[src/rtl/conv_filter_sched_pkg.sv]
// conv_filter_sched shared types and helpers
// state encoding, result width, clog2, tap slicing
package conv_filter_sched_pkg;

  typedef enum logic {
    IDLE = 1'b0,
    RUN  = 1'b1
  } state_t;

  // width of one ConvLayer_calc result
  function automatic int res_w(
    input int n,
    input int m,
    input int e
  );
    return n + m + e + 1;
  endfunction

  // ceiling log2, minimum 1 bit for v<=2
  function automatic int clog2(input int v);
    int r;
    r = 0;
    while ((1 << r) < v) r++;
    return (r < 1) ? 1 : r;
  endfunction

  // low bit of tap i in a packed bus of w-bit taps
  function automatic int tap_lo(
    input int i,
    input int w
  );
    return i * w;
  endfunction

endpackage

[src/rtl/conv_filter_sched_bank.sv]
// conv_weight_bank: per-filter weight register file
// one write port, one async read port
module conv_weight_bank #(
  parameter int F  = 4,
  parameter int FW = 2,
  parameter int WW = 36
) (
  input  logic          clk,
  input  logic          rst,
  input  logic          we,
  input  logic [FW-1:0] waddr,
  input  logic [WW-1:0] wdata,
  input  logic [FW-1:0] raddr,
  output logic [WW-1:0] rdata
);

  logic [WW-1:0] mem [F];

  // slot write; out-of-range slots are ignored
  always_ff @(posedge clk or posedge rst) begin
    if (rst) begin
      for (int i = 0; i < F; i++) mem[i] <= '0;
    end else if (we && (int'(waddr) < F)) begin
      mem[waddr] <= wdata;
    end
  end

  assign rdata = (int'(raddr) < F) ? mem[raddr] : '0;

endmodule

[src/rtl/conv_filter_sched.sv]
// conv_filter_sched: shares one ConvLayer_calc across F filters
// holds a window, walks the weight bank, tags returning results
module conv_filter_sched
  import conv_filter_sched_pkg::*;
#(
  parameter int KERNEL = 3,
  parameter int N      = 4,
  parameter int M      = 4,
  parameter int E      = 3,
  parameter int F      = 4,
  parameter int FW     = clog2(F),
  parameter int OW     = 4
) (
  input  logic                          clk,
  input  logic                          rst,
  input  logic                          win_valid,
  input  logic [KERNEL*KERNEL*N-1:0]    win_data,
  output logic                          win_ready,
  input  logic                          wl_en,
  input  logic [FW-1:0]                 wl_idx,
  input  logic [KERNEL*KERNEL*M-1:0]    wl_data,
  output logic                          wl_err,
  output logic [KERNEL*KERNEL*N-1:0]    conv_data2conv,
  output logic [KERNEL*KERNEL*M-1:0]    conv_w,
  output logic                          conv_en_in,
  input  logic [res_w(N,M,E)-1:0]       conv_d_out,
  input  logic                          conv_en_out,
  output logic                          res_valid,
  output logic [res_w(N,M,E)-1:0]       res_data,
  output logic [FW-1:0]                 res_filt,
  output logic                          res_last,
  output logic                          busy
);

  localparam int KK = KERNEL * KERNEL;
  localparam logic [FW-1:0] FLAST = FW'(F - 1);

  state_t          state, state_n;
  logic [FW-1:0]   f_cnt, f_cnt_n;
  logic [FW-1:0]   out_cnt;
  logic [OW-1:0]   outst;
  logic [KK*N-1:0] win_q;
  logic            err_q;
  logic            win_ld;
  logic            bank_we;
  logic            rdy_c;
  logic            en_c;

  // next state, filter walk and handshake decode
  always_comb begin
    state_n = state;
    f_cnt_n = f_cnt;
    win_ld  = 1'b0;
    bank_we = 1'b0;
    rdy_c   = 1'b0;
    en_c    = 1'b0;
    unique case (state)
      IDLE: begin
        rdy_c   = !wl_en;
        bank_we = wl_en;
        if (win_valid && !wl_en) begin
          win_ld  = 1'b1;
          f_cnt_n = '0;
          state_n = RUN;
        end
      end
      RUN: begin
        en_c = 1'b1;
        if (f_cnt == FLAST) begin
          rdy_c = 1'b1;
          if (win_valid) begin
            win_ld  = 1'b1;
            f_cnt_n = '0;
          end else begin
            state_n = IDLE;
          end
        end else begin
          f_cnt_n = f_cnt + 1'b1;
        end
      end
    endcase
  end

  // state and filter counter; f_cnt parks on F-1 in IDLE
  always_ff @(posedge clk or posedge rst) begin
    if (rst) begin
      state <= IDLE;
      f_cnt <= '0;
    end else begin
      state <= state_n;
      f_cnt <= f_cnt_n;
    end
  end

  // window register, held across all F filter passes
  always_ff @(posedge clk or posedge rst) begin
    if (rst) win_q <= '0;
    else if (win_ld) win_q <= win_data;
  end

  // sticky error for weight writes attempted mid-window
  always_ff @(posedge clk or posedge rst) begin
    if (rst) err_q <= 1'b0;
    else if (wl_en && (state == RUN)) err_q <= 1'b1;
  end

  // in-flight result count, floored at zero
  always_ff @(posedge clk or posedge rst) begin
    if (rst) begin
      outst <= '0;
    end else begin
      unique case ({en_c, conv_en_out})
        2'b10: outst <= outst + 1'b1;
        2'b01: if (outst != '0) outst <= outst - 1'b1;
        default: ;
      endcase
    end
  end

  // result tag counter, wraps at F-1
  always_ff @(posedge clk or posedge rst) begin
    if (rst) out_cnt <= '0;
    else if (conv_en_out) out_cnt <= (out_cnt == FLAST) ? '0 : out_cnt + 1'b1;
  end

  conv_weight_bank #(
    .F  (F),
    .FW (FW),
    .WW (KK * M)
  ) u_bank (
    .clk   (clk),
    .rst   (rst),
    .we    (bank_we),
    .waddr (wl_idx),
    .wdata (wl_data),
    .raddr (f_cnt),
    .rdata (conv_w)
  );

  assign conv_data2conv = win_q;
  assign conv_en_in     = en_c;
  assign win_ready      = rdy_c & ~rst;
  assign wl_err         = err_q;
  assign res_valid      = conv_en_out & ~rst;
  assign res_data       = rst ? '0 : conv_d_out;
  assign res_filt       = out_cnt;
  assign res_last       = (out_cnt == FLAST);
  assign busy           = (state == RUN) | (outst != '0);

endmodule

[config.mk]
export PLATFORM = sky130hd
export DESIGN_NAME = conv_filter_sched
export DESIGN_NICKNAME = d
export VERILOG_FILES = /design/src/rtl/conv_filter_sched_pkg.sv /design/src/rtl/conv_filter_sched_bank.sv /design/src/rtl/conv_filter_sched.sv
export SDC_FILE = /design/constraint.sdc
export NUM_CORES = 1
export LEC_CHECK = 0
export CAP_MARGIN = 20
export CORE_MARGIN = 8
export CORE_UTILIZATION = 46
export DETAILED_ROUTE_END_ITERATION = 8
export GPL_TIMING_DRIVEN = 0
export HOLD_SLACK_MARGIN = 0.05
export PLACE_DENSITY_LB_ADDON = 0.15
export SYNTH_ARGS = -nofsm -noshare
export SYNTH_HDL_FRONTEND = slang
export SYNTH_SLANG_ARGS = --single-unit
export TNS_END_PERCENT = 1
[constraint.sdc]
create_clock -name clk -period 7.14 [get_ports clk]
set_input_delay 1.428 -clock clk [delete_from_list [all_inputs] [get_ports clk]]
set_output_delay 1.428 -clock clk [all_outputs]
set_load 0.005 [all_outputs]
==> results of run 1 <==
==> synth_stat cells <==
cell      number  area (um2)
nor3b_2        2        25.0
nor3_4         1        16.3
nand4b_2       1        15.0
buf_6         12         135
a21boi_0       1        7.51
nor3_1         1        5.00
mux4_2        36         811
nand3b_1       1        7.51
mux2i_1        3        30.0
buf_2          7        35.0
dfrtp_1      190        4750
nor2b_1       14        87.6
nand2b_4       1        13.8
clkbuf_1       3        11.3
ha_1           3        37.5
o211ai_1       1        7.51
nand2_1        4        15.0
o41ai_1        2        17.5
a22o_1         1        8.76
o21a_1         2        15.0
inv_1          5        18.8
mux2_2       176        1980
mux2_1         8        90.1
buf_4          6        45.0
o22ai_1        1        6.26
nand4b_1       1        8.76
nand2b_1       2        12.5
nor2_1         2        7.51
and3_1         1        6.26
xnor2_1        1        8.76
nand3_4        1        17.5
a21o_1         1        7.51
xor2_1         2        17.5
==> final timing paths <==
path / to / slack (ns) / from
worst max-delay path: win_ready / 2.50 / rst
worst min-delay path: wl_err / 0.46 / wl_err
worst max register to register: outst[2] / 5.20 / state
worst min register to register: wl_err / 0.46 / wl_err
max in group asynchronous: u_bank.mem[112] / 5.00 / rst
min in group asynchronous: u_bank.mem[102] / 1.39 / rst
==> final cells by class <==
type                    count  area [um2]
fillers                  1356        6680
flip-flops and latches    190        4750
multi-input cells         270        3280
repair buffers            187        1920
clock buffers              22         454
well taps                 229         287
plain buffers              28         226
clock inverters            10         210
inverters                   5        22.5
==> layer usage <==
| layer | vias to the layer above | global-route usage |
|---|---|---|
| met4 | 2 | 0.0495 |
| li1 | 2230 | - |
| met2 | 134 | 0.305 |
| met1 | 2596 | 0.206 |
| met3 | 20 | 0.0791 |
| met5 | - | 0 |
==> cell families (layout without fill, tap and decap cells) <==
kind of cell | count (synthesis) | count (layout) | share of synthesized area
simple gates | 32 | 32 | 0.0287
buf+inv | 33 | 252 | 0.0296
xor+xnor | 3 | 3 | 0.00317
flops | 190 | 190 | 0.574
compound gates | 9 | 9 | 0.00846
fa+ha+maj | 3 | 3 | 0.00453
mux | 223 | 223 | 0.352
==> power by group through the flow <==
| stage | sequential (uW) | combinational (uW) | clock, uW |
|---|---|---|---|
| 2_1_floorplan | 1830 | 1140 | 0 |
| 3_3_place_gp | 1850 | 2040 | 0 |
| 3_5_place_dp | 1900 | 2100 | 0 |
| 4_1_cts | 1890 | 2110 | 1080 |
| 5_1_grt | 1950 | 2230 | 1130 |
| 6_report | 1890 | 2050 | 1060 |
==> sequential cells by signal, summed over array words and instances, names as in the netlist <==
signal,count
conv_data2conv,36
f_cnt,2
outst,4
res_filt,2
state,1
u_bank.mem,144
wl_err,1
==> metrics by stage <==
step                setup slack, ns  TNS, ns  instance area [um2]  total power, uW
floorplan                      1.04        0                 8290             2970
global placement              -1.07    -1.07                10400             3890
detailed placement             2.47        0                10500             4000
CTS                            2.45        0                11200             5080
global route                   2.37        0                11200             5310
finish                         2.50        0                11200             5000
==> flow_metrics.env, run 1 <==
export IMPL_status="complete, no violations"
export IMPL_max_stage_delay_ns=0.59
export IMPL_route_detailed_drc=0
export IMPL_pin_count=183
export IMPL_cts_root_buf="clkbuf_16"
export IMPL_first_pass_iters=4
export IMPL_slew_headroom=0.601
export IMPL_initial_core_util=0.464
export IMPL_path_buf_inv=4
export IMPL_synth_seq_cells=190
export IMPL_finalHoldViolations=0
export IMPL_utilization=0.626
export IMPL_die_y_um=150
export IMPL_portBuffers=182
export IMPL_yosys_cell_types_count=33
export IMPL_wl_met1_um=7600
export IMPL_synth_area_per_cell_um2=16.8
export IMPL_detail_route_antenna_nets=0
export IMPL_required_ns=5.71
export IMPL_timing_fmax_mhz=215
export IMPL_critPathMostFrequentCell="clkdlybuf4s50_1"
export IMPL_cts_tree="built"
export IMPL_dp_cells=909
export IMPL_hold_class="reg -> reg"
export IMPL_crit_path_cell_trace="clkdlybuf4s50_1, clkinvlp_4, buf_12, and3_1, clkdlybuf4s50_1"
export IMPL_syn_to_final_growth_pct=34.7
export IMPL_crit_cells=5
export IMPL_vias_per_cell=5.29
export IMPL_globalRoute_totalOverflow=0
export IMPL_p_seq_frac=0.377
export IMPL_syn_inst=493
export IMPL_worst_path_max_fanout=36
export IMPL_cell_internal_pwr_uw=3660
export IMPL_drive_above_1_share=0.389
export IMPL_gp_congestion=0.676
export IMPL_hold_buffers=0
export IMPL_initialDrtViolationCount=209
export IMPL_rows=49
export IMPL_crit_path_top_delay_cell="clkdlybuf4s50_1"
export IMPL_hpwl_um=14100
export IMPL_maxCapViolCount=0
export IMPL_grt_max_degree=45
export IMPL_r2r_cells=6
export IMPL_skew_ns=0.00857
export IMPL_vdd_drop_max_mv=0.275
export IMPL_yosysWarnings=0
export IMPL_grt_setup_unrepaired="false"
export IMPL_cts_buffers=17
export IMPL_worst_slew_pin_slew_ns=0.597
export IMPL_grt_antenna_before_repair=1
export IMPL_clock_power_share=0.212
export IMPL_die_area_um2=22600
export IMPL_clk_path_buf_depth=2
export IMPL_crit_type="in -> out"
export IMPL_arrival_ns=3.22
export IMPL_cp_start_kind="input port"
export IMPL_crit_family="buffers and inverters"
export IMPL_htreeDepth=4
export IMPL_cts_resized=0
export IMPL_post_cts_setup_buffers=0
export IMPL_mostFrequentLayoutCells="190 x dfrtp_1, 182 x clkdlybuf4s50_1, 176 x mux2_2, 36 x mux4_2, 17 x clkbuf_16"
export IMPL_cts_sinks=190
export IMPL_min_path_cells=1
export IMPL_die_x_um=150
export IMPL_grt_usage=0.181
export IMPL_setup_viol=0
export IMPL_drv_slew=0
export IMPL_powerDensity_nw_per_um2=448
export IMPL_end_kind="output pin"
export IMPL_wl_met2_um=9820
export IMPL_yosysSeqAreaShare=0.574
export IMPL_num_vias=4982
export IMPL_synth_area_um2=8280
export IMPL_period_minus_slack_ns=4.64
export IMPL_syn_nets=587
export IMPL_wire_per_inst_um=20.5
export IMPL_dr_max_layer_used="met5"
export IMPL_leakagePower_uw=0.00466
export IMPL_grt_pass1_wl_um=31100
export IMPL_nets=793
export IMPL_coreArea_um2=17800
export IMPL_grt_pass1_vias=5806
export IMPL_insertedDiodeCount=0
export IMPL_swShare=0.268
export IMPL_final_cells=941
export IMPL_wl_met3_um=1600
export IMPL_holdWs_ns=0.462
export IMPL_final_common_cell="dfrtp_1"
export IMPL_routed_wl_um=19300
export IMPL_insertion_delay_ns=0.42
export IMPL_p_sw_uw=1340
export IMPL_clk_pin_slew_ns=0.06
export IMPL_period_share=0.650
export IMPL_power_frac_comb=0.411
No activity file was read; power rests on OpenSTA's default activity.
==> inputs of run 2 (changes only) <==
- CORE_UTILIZATION: 46 -> 51
- clock period: 7.14 -> 4.4 ns (I/O delays scaled with it)
==> run 2 against run 1 <==
Clock skew decreased by 0.0032 ns. Combinational power increased by 62%. Critical path depth decreased by 1. Register-to-register slack got worse by 2.8 ns. Die area decreased by 8.8%. Core utilization increased by 6.9 points. Setup slack got worse by 2.2 ns. Sequential power increased by 62%. Sequential share of layout area increased by 0.48 points. Clock power increased by 40%. Worst hold slack improved by 0.012 ns. Critical path type unchanged. Largest cell class unchanged. Largest power group unchanged. Highest routed layer is now met4.
==> flow_metrics.env, run 2 (same netlist as run 1, synthesis figures left out) <==
export IMPL_status="complete, no violations"
export IMPL_detail_route_antenna_nets=0
export IMPL_cts_sinks=190
export IMPL_grt_pass1_vias=5831
export IMPL_crit_type="in -> out"
export IMPL_cts_buffers=17
export IMPL_slew_headroom=0.381
export IMPL_portBuffers=182
export IMPL_worst_slew_pin_slew_ns=0.927
export IMPL_grt_usage=0.195
export IMPL_post_cts_setup_buffers=0
export IMPL_largest_reg_flops=144
export IMPL_timing_fmax_mhz=246
export IMPL_grt_antenna_before_repair=0
export IMPL_powerDensity_nw_per_um2=714
export IMPL_setup_viol=0
export IMPL_cts_root_buf="clkbuf_16"
export IMPL_grt_setup_unrepaired="false"
export IMPL_vias_per_cell=5.35
export IMPL_first_pass_iters=4
export IMPL_die_x_um=143
export IMPL_insertion_delay_ns=0.43
export IMPL_finalHoldViolations=0
export IMPL_startpoint="rst"
export IMPL_worstHoldStart="wl_err"
export IMPL_die_area_um2=20600
export IMPL_period_minus_slack_ns=4.06
export IMPL_mostFrequentLayoutCells="190 x dfrtp_1, 182 x clkdlybuf4s50_1, 176 x mux2_2, 36 x mux4_2, 17 x clkbuf_16"
export IMPL_largest_register="u_bank.mem"
export IMPL_worst_path_max_fanout=38
export IMPL_grt_pass1_wl_um=30600
export IMPL_fillers=1100
export IMPL_cts_tree="built"
export IMPL_vdd_drop_max_mv=0.359
export IMPL_leakagePower_uw=0.00462
export IMPL_drive_above_1_share=0.394
export IMPL_routed_wl_um=18900
export IMPL_cp_start_kind="input port"
export IMPL_skew_ns=0.00533
export IMPL_pin_count=183
export IMPL_syn_to_final_growth_pct=33.2
export IMPL_hold_buffers=0
export IMPL_route_detailed_drc=0
export IMPL_hold_class="reg -> reg"
export IMPL_clk_path_buf_depth=2
export IMPL_gp_congestion=0.708
export IMPL_finalPower_uw=7880
export IMPL_maxCapViolCount=0
export IMPL_die_y_um=143
export IMPL_wire_per_inst_um=20.3
export IMPL_grt_max_degree=43
export IMPL_clk_pin_slew_ns=0.06
export IMPL_drv_slew=0
export IMPL_cts_resized=0
export IMPL_nets=792
export IMPL_num_vias=4965
export IMPL_globalRoute_totalOverflow=0
export IMPL_final_common_cell="dfrtp_1"
export IMPL_timing_rr_start="state"
export IMPL_arrival_ns=3.18
export IMPL_required_ns=3.52
export IMPL_hpwl_um=13800
export IMPL_rows=46
export IMPL_coreArea_um2=15900
export IMPL_period_share=0.924
export IMPL_end_kind="output pin"
export IMPL_htreeDepth=4
export IMPL_initialDrtViolationCount=178
export IMPL_initial_core_util=0.522
export IMPL_fin_tns_setup_ns=0
## run 2: changes by cell type in the layout (fill, tap and decap cells not counted), sizes merged
| cell | delta |
|---|---|
| inv | +5 |
| buf | -1 |
| clkbuf | -4 |
| clkinv | +4 |
| bufinv | -5 |
| diode | +1 |
## run 2: cell type report
class	count	area (um2)	area share
sequential	190	4750	0.431
multi-input combinational	270	3280	0.298
timing repair buffer	186	1900	0.172
clock buffer	18	439	0.0398
tap	216	270	0.0245
buffer	28	226	0.0205
clock inverter	14	134	0.0121
inverter	5	22.5	0.00204
antenna	1	2.50	0.000227
## run 2: through the flow
step,setup slack [ns],instances,instance area [um2],util,hold slack (ns)
final,0.337,928,11000,0.695,0.474
after global routing,0.112,927,11000,0.695,0.491
after CTS,0.239,927,11000,0.695,0.476
after detailed placement,0.263,895,10500,0.658,0.451
after global placement,-2.72,891,10400,0.653,0.447
after floorplan,-0.606,493,8290,-,0.451
## run 2: layer usage
metal | track usage | part of all wire
met5 | 0 | 0
met4 | 0.0664 | 0.015
met3 | 0.0664 | 0.065
met2 | 0.336 | 0.52
met1 | 0.222 | 0.40
## run 2: path summary, 6_finish.rpt
check	to	slack, ns	cells after the start
worst max register to register	outst[2]	2.41	6
worst max-delay path	win_ready	0.34	4
min in group asynchronous	res_filt[0]	1.12	2
worst min register to register	wl_err	0.47	1
max in group asynchronous	u_bank.mem[57]	2.33	4
worst min-delay path	wl_err	0.47	1
## run 2: critical path: stages
cell and delay, ns:
clkdlybuf4s50_1 0.59, clkinvlp_4 0.78, and3_1 0.44, clkdlybuf4s50_1 0.47
## run 2: power breakdown
group,internal [uW],switching (uW),leakage [uW]
combinational,2240,1100,0.00205
sequential,2610,447,0.00229
clock,806,675,0.000283
